### config.mk
export PLATFORM = sky130hd
export DESIGN_NAME = alu_sched
export DESIGN_NICKNAME = d
export VERILOG_FILES = /design/src/rtl/alu_sched.sv
export SDC_FILE = /design/constraint.sdc
export NUM_CORES = 1
export LEC_CHECK = 0
export CAP_MARGIN = 10
export CELL_PAD_IN_SITES_DETAIL_PLACEMENT = 0
export CELL_PAD_IN_SITES_GLOBAL_PLACEMENT = 1
export CORE_UTILIZATION = 24
export CTS_CLUSTER_DIAMETER = 200
export DETAILED_ROUTE_END_ITERATION = 7
export PLACE_DENSITY = 0.85
export SYNTH_ARGS = -nofsm -noshare
export SYNTH_HDL_FRONTEND = slang
export SYNTH_SLANG_ARGS = --single-unit
### constraint.sdc
create_clock -name clk -period 3.7 [get_ports clk]
set_clock_uncertainty 0.05 [all_clocks]
set_input_delay 0.74 -clock clk [delete_from_list [all_inputs] [get_ports clk]]
set_output_delay 0.74 -clock clk [all_outputs]
set_load 0.03 [all_outputs]
### src/rtl/alu_sched.sv
// Round-robin scheduler sharing one combinational ALU among NREQ requesters,
// holding operands for per-opcode multicycle paths. Option: ALU_SCHED_DIVZERO_EN.
module alu_sched #(
  parameter int NREQ       = 2,
  parameter int WIDTH      = 32,
  parameter int MUL_CYCLES = 2,
  parameter int DIV_CYCLES = 4,
  localparam int IDW       = (NREQ > 1) ? $clog2(NREQ) : 1
) (
  input  logic                  clk,
  input  logic                  rst,
  input  logic [NREQ-1:0]       req_valid,
  output logic [NREQ-1:0]       req_ready,
  input  logic [NREQ*WIDTH-1:0] req_a,
  input  logic [NREQ*WIDTH-1:0] req_b,
  input  logic [NREQ*3-1:0]     req_sel,
  output logic [WIDTH-1:0]      alu_a,
  output logic [WIDTH-1:0]      alu_b,
  output logic [2:0]            alu_sel,
  input  logic [WIDTH-1:0]      alu_c,
  input  logic                  alu_z,
  output logic                  rsp_valid,
  input  logic                  rsp_ready,
  output logic [IDW-1:0]        rsp_id,
  output logic [WIDTH-1:0]      rsp_c,
  output logic                  rsp_z,
  output logic                  rsp_err,
  output logic                  busy
);

  localparam int MAXL = (MUL_CYCLES > DIV_CYCLES) ? MUL_CYCLES : DIV_CYCLES;
  localparam int CW   = (MAXL > 1) ? $clog2(MAXL) : 1;

  typedef enum logic [1:0] {IDLE, EXEC, RESP} state_t;

  state_t           state, state_nx;
  logic [IDW-1:0]   last, gnt_id, cand;
  logic             gnt_any, fire;
  logic [CW-1:0]    cnt;
  logic [WIDTH-1:0] a_arr [NREQ];
  logic [WIDTH-1:0] b_arr [NREQ];
  logic [2:0]       s_arr [NREQ];
  logic [WIDTH-1:0] in_a, in_b;
  logic [2:0]       in_sel;
  logic             dz_in, dz;

  for (genvar i = 0; i < NREQ; i++) begin : g_unpack
    assign a_arr[i] = req_a[i*WIDTH +: WIDTH];
    assign b_arr[i] = req_b[i*WIDTH +: WIDTH];
    assign s_arr[i] = req_sel[i*3 +: 3];
  end

  // Search starts one past the last winner so a busy set rotates strictly.
  always_comb begin
    gnt_any = 1'b0;
    gnt_id  = '0;
    cand    = '0;
    for (int k = 1; k <= NREQ; k++) begin
      cand = IDW'((int'(last) + k) % NREQ);
      if (!gnt_any && req_valid[cand]) begin
        gnt_any = 1'b1;
        gnt_id  = cand;
      end
    end
  end

  always_comb begin
    req_ready = '0;
    if (state == IDLE && gnt_any) req_ready[gnt_id] = 1'b1;
  end

  assign fire   = (state == IDLE) && gnt_any;
  assign in_a   = a_arr[gnt_id];
  assign in_b   = b_arr[gnt_id];
  assign in_sel = s_arr[gnt_id];
  assign busy   = (state != IDLE);

`ifdef ALU_SCHED_DIVZERO_EN
  assign dz_in = (in_sel == 3'b011 || in_sel == 3'b100) && (in_b == '0);
  assign dz    = (alu_sel == 3'b011 || alu_sel == 3'b100) && (alu_b == '0);
`else
  assign dz_in = 1'b0;
  assign dz    = 1'b0;
`endif

  function automatic logic [CW-1:0] lat_m1(input logic [2:0] s);
    case (s)
      3'b010:         return CW'(MUL_CYCLES - 1);
      3'b011, 3'b100: return CW'(DIV_CYCLES - 1);
      default:        return '0;
    endcase
  endfunction

  always_ff @(posedge clk or posedge rst) begin
    if (rst) state <= IDLE;
    else     state <= state_nx;
  end

  always_comb begin
    state_nx = state;
    case (state)
      IDLE:    if (gnt_any)      state_nx = EXEC;
      EXEC:    if (cnt == '0)    state_nx = RESP;
      RESP:    if (rsp_ready)    state_nx = IDLE;
      default:                   state_nx = IDLE;
    endcase
  end

  // Operand registers feed the ALU directly, so its inputs cannot glitch mid-op.
  always_ff @(posedge clk or posedge rst) begin
    if (rst) begin
      alu_a     <= '0;
      alu_b     <= '0;
      alu_sel   <= '0;
      cnt       <= '0;
      last      <= IDW'(NREQ - 1);
      rsp_valid <= 1'b0;
      rsp_c     <= '0;
      rsp_z     <= 1'b0;
      rsp_err   <= 1'b0;
      rsp_id    <= '0;
    end else begin
      case (state)
        IDLE: if (fire) begin
          alu_a   <= in_a;
          alu_b   <= in_b;
          alu_sel <= in_sel;
          last    <= gnt_id;
          cnt     <= dz_in ? '0 : lat_m1(in_sel);
        end
        EXEC: begin
          if (cnt != '0) begin
            cnt <= cnt - 1'b1;
          end else begin
            rsp_valid <= 1'b1;
            rsp_id    <= last;
            rsp_c     <= dz ? '1 : alu_c;
            rsp_z     <= dz ? 1'b0 : alu_z;
            rsp_err   <= dz;
          end
        end
        RESP: if (rsp_ready) rsp_valid <= 1'b0;
        default: ;
      endcase
    end
  end

endmodule

**After elaboration in Yosys (flattened, before gate mapping)**

Index checks and enable logic that the tools add are counted.

- Bitwise logic cells: 2
- Mux-type cells: 31
- Eq/ne operators: 11
- Shift-type cells: 0
- $lt $le $gt $ge: 5
- Div/mod/pow operators: 0
- Reductions and logical operators: 16
- Add/sub/neg operators: 3
- Multiply operators: 0

Operators by type and width:

| cell | number |
|---|---|
| $mux 32 | 6 |
| $mux 2 | 6 |
| $ne 2x2->1 const B | 6 |
| $mux 1 | 11 |
| $mux 3 | 3 |
| $reduce_and 3->1 | 3 |
| $pmux 2 s2 | 2 |
| $reduce_bool 2->1 | 4 |
| $eq 3x2->1 const B | 2 |
| $lt 1x2->1 const B | 3 |
| $pmux 2 s3 | 1 |
| $logic_not 2->1 | 2 |
| $reduce_and 2->1 | 2 |
| $eq 3x3->1 const B | 1 |
| $logic_and 1x1->1 | 3 |
| $add 1x1->1 const B | 2 |
| $eq 2x1->1 const B | 1 |
| $eq 2x2->1 const B | 1 |
| $ge 2x2->1 const B | 1 |
| $not 1->2 | 1 |
| $pmux 1 s2 | 1 |
| $reduce_or 2->1 | 1 |
| $sub 2x1->2 const B | 1 |
| $demux 1 s1 | 1 |
| 3 further kinds | 3 |

- Register bits: 107
- Logic and storage cells: 78
- Memory bits (read-only): 0
- Memories: 0
- Output and inout bits: 106
- Input bits: 172
- Latch bits: 0
- Bits in writable memories: 0

**Longest topological paths before layout**

Gate-level depths: netlist of the first run.

- Depth after elaboration: 16
- Gate-level depth with buffers: 7
- Depth with buffers taken out: 6

**Worst setup path before layout of the first run**

OpenSTA, ideal clock, no wires.

- Path type: input to output
- Start point: input port req_valid[1]
- End point: output port req_ready[1]
- Cell stages on the path: 4
- Path slack: 1.404 ns
- Required time: 2.910 ns
- Buffers on the path: 2
- Arrival time: 1.506 ns
- Cell sequence: a21boi_4 > and2_1 > buf_2 > buf_2

- Word-level cells in the longest chain between the ends: 11
- Elaborated cells on any way between the ends: 17
- Classes of those cells: order compare (2); mux (11); reduce/logical (4)

RTL lines:

| item | line | source |
|---|---|---|
| start: declaration | 12 | `input logic [NREQ-1:0] req_valid,` |
| $mux 1 (not written as such) (2 in series) | 60 | `if (!gnt_any && req_valid[cand]) begin` |
| $mux 1 | 60 |  |
| $logic_not 1->1 | 60 |  |
| $logic_and 1x1->1 | 60 |  |
| $mux 1 | 60 |  |
| $lt 1x2->1 (not written as such) / $ge 1x1->1 (equally long branches) | 69 | `if (state == IDLE && gnt_any) req_ready[gnt_id] = 1'b1;` |
| $logic_and 1x1->1 (not written as such) | 69 |  |
| $mux 1 (not written as such) | 69 |  |
| $demux 1 s1 | 69 |  |
| $mux 2 (*) | 69 |  |
| end: declaration | 13 | `output logic [NREQ-1:0] req_ready,` |

Mark *: on every way between the ends. The rest lies on a longest branch, timed or not. The select of a mux whose other input is x is not followed.

**Final worst setup path of the first run**

Ends and elaborated chain as after synthesis.

==> key figures, run 1 <==
Status
  • Status: complete, but fails checks
  • Failing checks: DRC

Detailed routing
  • Initial DRC count: 155
  • Final routed DRC violation total: 40
  • Per-cell routed wire length: 14.85 um
  • Detailed-router iteration count before antenna repair: 6
  • Via count: 3,983
  • Via density per instance: 4.387
  • Final wirelength: 13,490 um
  • Routed Antenna Nets: 0

Clock network
  • Worst-path clk slew: 0.07 ns
  • Post-CTS Setup Bufs: 0
  • Clk buf depth: 2
  • Latest clock arrival within the worst-skew pair: 0.35 ns
  • CTS Buf Count: 9
  • Cts repair resizes: 0
  • H-tree Lvls: 3
  • CTS tree: yes
  • Root buffer cell: clkbuf_16
  • Clock sink total: 107
  • # hold bufs at CTS: 0

Setup path
  • R2r endpoint: alu_a[26]$_DFFE_PP0P_
  • Crit end category: output pin
  • Crit. Startpoint: req_valid[1]
  • R2R setup slack: 1.55 ns
  • Setup crit end: req_ready[1]
  • Worst R2R Path Depth: 6
  • Crit start category: input pin
  • Worst path required time: 2.91 ns
  • Worst Path Max Fanout: 6
  • Worst r2r src: state[0]$_DFFE_PP0P_
  • Crit path kind: in2out
  • Critical Path AT: 2.00 ns

Floorplanning
  • Die Height: 138.3 um
  • Row count: 49
  • Top Ports: 278
  • Core Area: 0.01809 sq mm
  • Initial Utilization: 0.2467
  • Die area: 0.01914 sq mm
  • Die width: 138.3 um

Place
  • Gpl congestion: 0.7462
  • DP Wirelength: 9602 um
  • Port Buf Inserts: 276
  • Dpl ws: 0.7158 ns
  • Placed Cells: 892

Timing
  • Sum Neg Setup Slack: 0 ns
  • Fin crit share: 0.7529
  • Worst-Margin Slew: 0.7770 ns
  • Final worst slack: 0.9144 ns
  • RSZ-0062 raised after global routing: no
  • Final setup vio count: 0
  • Slew Viols, Final: 0
  • Final Hold Fails: 0
  • Max Clock Freq: 0.3590 GHz
  • Fin crit period: 2.786 ns
  • Relative slew slack: 0.4820

Cells and area
  • Layout Cells excl Fill: 908
  • Layout area overhead: 73.05%
  • Diodes inserted: 0
  • Layout cells sized above 1: 0.09426
  • Layout Nets: 847

Yosys
  • Synth Cell Area: 0.004462 sq mm
  • Syn nets: 580
  • Register bit count reported by yosys: 107
  • Post-synth EDFFs: 0
  • Count leader, synth: nand2_1
  • Share of flip-flops with an asynchronous set or reset: 1.000
  • Post-synth top cells: nand2_1, dfrtp_1, a22oi_1
  • Top cell type's share of synthesized area: 0.5945
  • Synth top area cells: dfrtp_1, nand2_1, a22oi_1, mux2_2, buf_2
  • Largest area contributor in the netlist: dfrtp_1
  • Register area share after synthesis: 0.6004
  • Post-synthesis cell type count: 29
  • Post-Synthesis Cells: 407
  • Post-synth top flop: dfrtp_1
  • Mapped Avg Cell Area: 10.96 sq um
  • Synthesis warning total: 0

Power
  • Static leakage: 3.350 nW
  • Total Power: 6.814 mW
  • Worst IR drop on VDD: 0.4652 mV
  • Pwr/cell area: 882.5 mW/mm^2

GRT
  • Initial antenna violation count: 0
  • Met3 usage: 0.04953
  • Gr ovfl total: 0
  • GRT Max-Usage Layer: met2
  • GRT Overall Usage: 0.1456
  • Vias in the first global route: 4,092
  • First-pass GRT wire length: 21,890 um
  • Grt met1 use: 0.1683
  • Met2 Use GR: 0.2530
  • Largest net degree at the start of global routing: 108

Worst hold path
  • Min-Delay Startpoint: alu_b[17]$_DFFE_PP0P_
  • HP Class: reg2reg

Job
  • Max-Cap Viols: 0
==> worst min path at each step <==
stage,cells past startpoint,slack [ns],to
finish,2,0.42,alu_b[17]$_DFFE_PP0P_
CTS,2,0.42,alu_a[18]$_DFFE_PP0P_
detailed placement,2,0.40,alu_a[3]$_DFFE_PP0P_
global route,2,0.44,alu_a[1]$_DFFE_PP0P_
floorplan,2,0.46,rsp_valid$_DFFE_PP0P_
global placement,2,0.40,alu_b[0]$_DFFE_PP0P_
==> registers in the layout, indices dropped and copies added (netlist names) <==
name,flops
alu_a,32
alu_b,32
alu_sel,3
cnt,2
last,1
rsp_c,32
rsp_id,1
rsp_valid,1
rsp_z,1
state,2
==> metal layers <==
| layer | vias up | wire length (um) |
|---|---|---|
| li1 | 1928 | - |
| met5 | - | 0 |
| met3 | 14 | 1241 |
| met2 | 174 | 6731 |
| met1 | 1867 | 5368 |
| met4 | 0 | 144 |
==> critical path: stages <==
cell and delay, ns:
clkdlybuf4s50_1 0.56, a21boi_4 0.33, and2_2 0.20, buf_4 0.16
==> placed cells by master (no fill, tap or decap) <==
| cell | Yosys | final |
|---|---|---|
| dfrtp_1 | 106 | 106 |
| clkinv_4 | 0 | 1 |
| ha_1 | 1 | 1 |
| and3_1 | 1 | 1 |
| a22oi_1 | 64 | 64 |
| a211oi_2 | 1 | 1 |
| mux2i_1 | 3 | 3 |
| o21bai_1 | 1 | 1 |
| buf_12 | 0 | 1 |
| nand2b_1 | 1 | 1 |
| nor3b_1 | 2 | 2 |
| conb_1 | 1 | 1 |
| inv_1 | 4 | 3 |
| clkinvlp_4 | 0 | 2 |
| clkbuf_1 | 7 | 1 |
| nor4_1 | 1 | 1 |
| a211oi_1 | 1 | 1 |
| o21ai_4 | 0 | 1 |
| inv_8 | 0 | 2 |
| nor2b_1 | 3 | 3 |
| buf_4 | 5 | 7 |
| a21boi_4 | 1 | 1 |
| clkbuf_16 | 0 | 9 |
| inv_4 | 0 | 1 |
| nor2_1 | 5 | 5 |
| a21oi_1 | 3 | 3 |
| a21o_1 | 1 | 1 |
| nand2_1 | 137 | 137 |
| nor3_4 | 0 | 1 |
| clkbuf_8 | 0 | 1 |
| dfstp_2 | 1 | 1 |
| o21ai_0 | 6 | 6 |
| mux2_2 | 34 | 34 |
| clkdlybuf4s50_1 | 0 | 274 |
| and2_2 | 0 | 1 |
==> cells by family after synthesis <==
logic type	count (synthesis)	synth area share
simple gates	152	0.1349
fa+ha+maj	1	0.002804
buf+inv	30	0.03758
compound gates	79	0.1310
other cells	1	0.0008405
mux	37	0.09254
flops	107	0.6004
==> power breakdown <==
| group | switching (mW) | internal (mW) |
|---|---|---|
| logic | 2.16 | 1.63 |
| registers | 0.300 | 1.77 |
| clock network | 0.461 | 0.487 |
==> cell type report <==
cell class	count	area, sq um
multi-input combinational	270	1634
tap	229	286.5
clock buffer	11	242.7
timing repair buffer	282	2815
sequential	107	2679
fill	1767	10360
clock inverter	5	46.29
inverter	4	17.52
==> stage by stage <==
| step | hold slack, ns | cell area (sq um) | utilization |
|---|---|---|---|
| 2_1_floorplan | 0.4596 | 4462 | - |
| 3_3_place_gp | 0.3982 | 7432 | 0.4109 |
| 3_5_place_dp | 0.4046 | 7432 | 0.4109 |
| 4_1_cts | 0.4202 | 7721 | 0.4269 |
| 5_1_grt | 0.4383 | 7721 | 0.4269 |
| 6_report | 0.4165 | 7721 | 0.4269 |
Note: power is estimated with default switching activity, not from simulation.
==> run 2, diff against run 1 <==
--- a/config.mk
+++ b/config.mk
@@ -8,10 +8,10 @@
 export CAP_MARGIN = 10
 export CELL_PAD_IN_SITES_DETAIL_PLACEMENT = 0
 export CELL_PAD_IN_SITES_GLOBAL_PLACEMENT = 1
-export CORE_UTILIZATION = 24
+export CORE_UTILIZATION = 27
 export CTS_CLUSTER_DIAMETER = 200
 export DETAILED_ROUTE_END_ITERATION = 7
-export PLACE_DENSITY = 0.85
+export PLACE_DENSITY = 0.89
 export SYNTH_ARGS = -nofsm -noshare
 export SYNTH_HDL_FRONTEND = slang
 export SYNTH_SLANG_ARGS = --single-unit
==> constraint.sdc (replaced) <==
create_clock -name clk -period 2.9 [get_ports clk]
set_clock_uncertainty 0.05 [all_clocks]
set_input_delay 0.58 -clock clk [delete_from_list [all_inputs] [get_ports clk]]
set_output_delay 0.58 -clock clk [all_outputs]
set_load 0.03 [all_outputs]
==> run 2 against run 1 <==
  * The run now ends clean
  * Core utilization increased by 5.5 points
  * Design area about the same
  * Sequential power increased by 29%
  * Die area decreased by 11%
  * Power increased by 28%
  * Combinational power increased by 29%
  * Largest cell class unchanged
==> key figures, run 2 (synthesis gave the netlist of run 1 again) <==
Place
  • Placed Cells: 880 (was 892)
  • Dpl ws: 0.4010 ns (was 0.7158 ns)
  • DP Wirelength: 10,280 um (was 9602 um)
  • Port Buf Inserts: 276 (unchanged)
  • Gpl congestion: 0.7617 (was 0.7462)

Worst hold path
  • HP Class: reg2reg (unchanged)
  • Hold EP: alu_a[14]$_DFFE_PP0P_ (was alu_b[17]$_DFFE_PP0P_)
  • Hold depth: 2 (unchanged)
  • Min-Delay Startpoint: alu_a[14]$_DFFE_PP0P_ (was alu_b[17]$_DFFE_PP0P_)

Floorplanning
  • Initial Utilization: 0.2789 (was 0.2467)
  • Die Height: 130.6 um (was 138.3 um)
  • Core Area: 0.01600 sq mm (was 0.01809 sq mm)
  • Die area: 0.01704 sq mm (was 0.01914 sq mm)
  • Die width: 130.6 um (was 138.3 um)
  • Top Ports: 278 (unchanged)
  • Row count: 46 (was 49)

Setup path
  • Crit end category: output pin (unchanged)
  • Crit start category: input pin (unchanged)
  • Crit path kind: in2out (unchanged)
  • R2R setup slack: 0.97 ns (was 1.55 ns)
  • Worst R2R Path Depth: 6 (unchanged)
  • Worst path required time: 2.27 ns (was 2.91 ns)
  • R2r endpoint: alu_a[29]$_DFFE_PP0P_ (was alu_a[26]$_DFFE_PP0P_)
  • Worst Path Max Fanout: 6 (unchanged)
  • Worst r2r src: state[1]$_DFFE_PP0P_ (was state[0]$_DFFE_PP0P_)
  • Critical Path AT: 1.87 ns (was 2.00 ns)

Detailed routing
  • Detailed-router iteration count before antenna repair: 4 (was 6)
  • Per-cell routed wire length: 15.19 um (was 14.85 um)
  • Final wirelength: 13,610 um (was 13,490 um)
  • Routed Antenna Nets: 0 (unchanged)
  • Initial DRC count: 134 (was 155)
  • Via count: 4,030 (was 3,983)
  • Via density per instance: 4.498 (was 4.387)
  • Final routed DRC violation total: 0 (was 40)

Clock network
  • CTS tree: yes (unchanged)
  • H-tree Lvls: 3 (unchanged)
  • Cts repair resizes: 0 (unchanged)
  • Clock sink total: 107 (unchanged)
  • Latest clock arrival within the worst-skew pair: 0.34 ns (was 0.35 ns)
  • Root buffer cell: clkbuf_16 (unchanged)
  • Post-CTS Setup Bufs: 0 (unchanged)
  • # hold bufs at CTS: 0 (unchanged)
  • Clk buf depth: 2 (unchanged)
  • CTS Buf Count: 9 (unchanged)
  • Worst-path clk slew: 0.07 ns (about the same)

Cells and area
  • Area of the multi-input gates: 0.001634 sq mm (unchanged)
  • FILL cells: 1,482 (was 1,767)
  • Layout Nets: 848 (was 847)
  • Layout Cells excl Fill: 896 (was 908)
  • Diodes inserted: 0 (unchanged)
  • Commonest non-fill, non-tap cell in the layout: clkdlybuf4s50_1 (unchanged)
  • Layout cells sized above 1: 0.09706 (was 0.09426)
  • Largest regs: alu_a x32, alu_b x32, rsp_c x32 (unchanged)
  • Layout area overhead: 72.94% (was 73.05%)
  • Final core occ: 0.4822 (was 0.4269)
  • FF/Latch Area: 0.002679 sq mm (unchanged)
  • Most frequent cells in the layout: clkdlybuf4s50_1, nand2_1, dfrtp_1 (unchanged)

Timing
  • Max Clock Freq: 0.3992 GHz
  • Final Hold Fails: 0 (unchanged)
  • Relative slew slack: 0.6226 (was 0.4820)
  • Fin crit period: 2.505 ns
  • Worst hold slack: 0.4177 ns (was 0.4165 ns)
  • RSZ-0062 raised after global routing: no (unchanged)
  • Sum Neg Setup Slack: 0 ns (unchanged)
  • Slew Viols, Final: 0 (unchanged)
  • Worst-Margin Slew: 0.5660 ns (was 0.7770 ns)
  • Fin crit share: 0.8638
  • Final worst slack: 0.3951 ns (was 0.9144 ns)
  • Final setup vio count: 0 (unchanged)

Job
  • Max-Cap Viols: 0 (unchanged)

Power
  • Static leakage: 3.357 nW (was 3.350 nW)
  • Worst IR drop on VDD: 0.4852 mV (was 0.4652 mV)
  • Pwr/cell area: 1130 mW/mm^2 (was 882.5 mW/mm^2)

GRT
  • Largest net degree at the start of global routing: 108 (unchanged)
  • Initial antenna violation count: 0 (unchanged)
  • GRT Overall Usage: 0.1560 (was 0.1456)
  • First-pass GRT wire length: 20,280 um (was 21,890 um)
  • Gr ovfl total: 0 (unchanged)
  • Vias in the first global route: 4,036 (was 4,092)

Status
  • Status: complete, no violations (was complete, but fails checks)
run 2: worst max path at each step:
stage | startpoint | endpoint | slack (ns)
floorplan | req_valid[1] | req_ready[1] | 0.92
global placement | req_valid[1] | req_ready[1] | 0.43
detailed placement | req_valid[1] | req_ready[1] | 0.40
CTS | req_valid[1] | req_ready[1] | 0.39
global route | req_valid[1] | req_ready[1] | 0.34
finish | req_valid[1] | req_ready[1] | 0.40
run 2: metal layers:
layer	global-route usage	wire length (um)
met5	0	0
met4	0.04530	142
met3	0.05822	1364
met2	0.2829	6942
met1	0.1687	5163
run 2: power by group:
group	total [mW]	internal, mW	switching [mW]
sequential	2.67	2.26	0.409
clock	1.15	0.606	0.545
combinational	4.90	2.10	2.80
run 2: cell type report:
type | instances | area share
multi-input cells | 270 | 0.2118
clock buffers | 10 | 0.03097
clock inverters | 6 | 0.005189
repair buffers | 283 | 0.3674
well taps | 216 | 0.03503
inverters | 4 | 0.002432
flip-flops and latches | 107 | 0.3472
run 2: worst max-delay path, stage by stage:
cell and delay [ns]:
clkdlybuf4s50_1 0.56, a21boi_4 0.34, and2_2 0.23, buf_4 0.17
run 2: metrics by stage:
step	area (sq um)	power, mW
global route	7716	9.279
CTS	7716	8.855
finish	7716	8.721
detailed placement	7437	7.648
global placement	7437	7.521
floorplan	4466	5.489
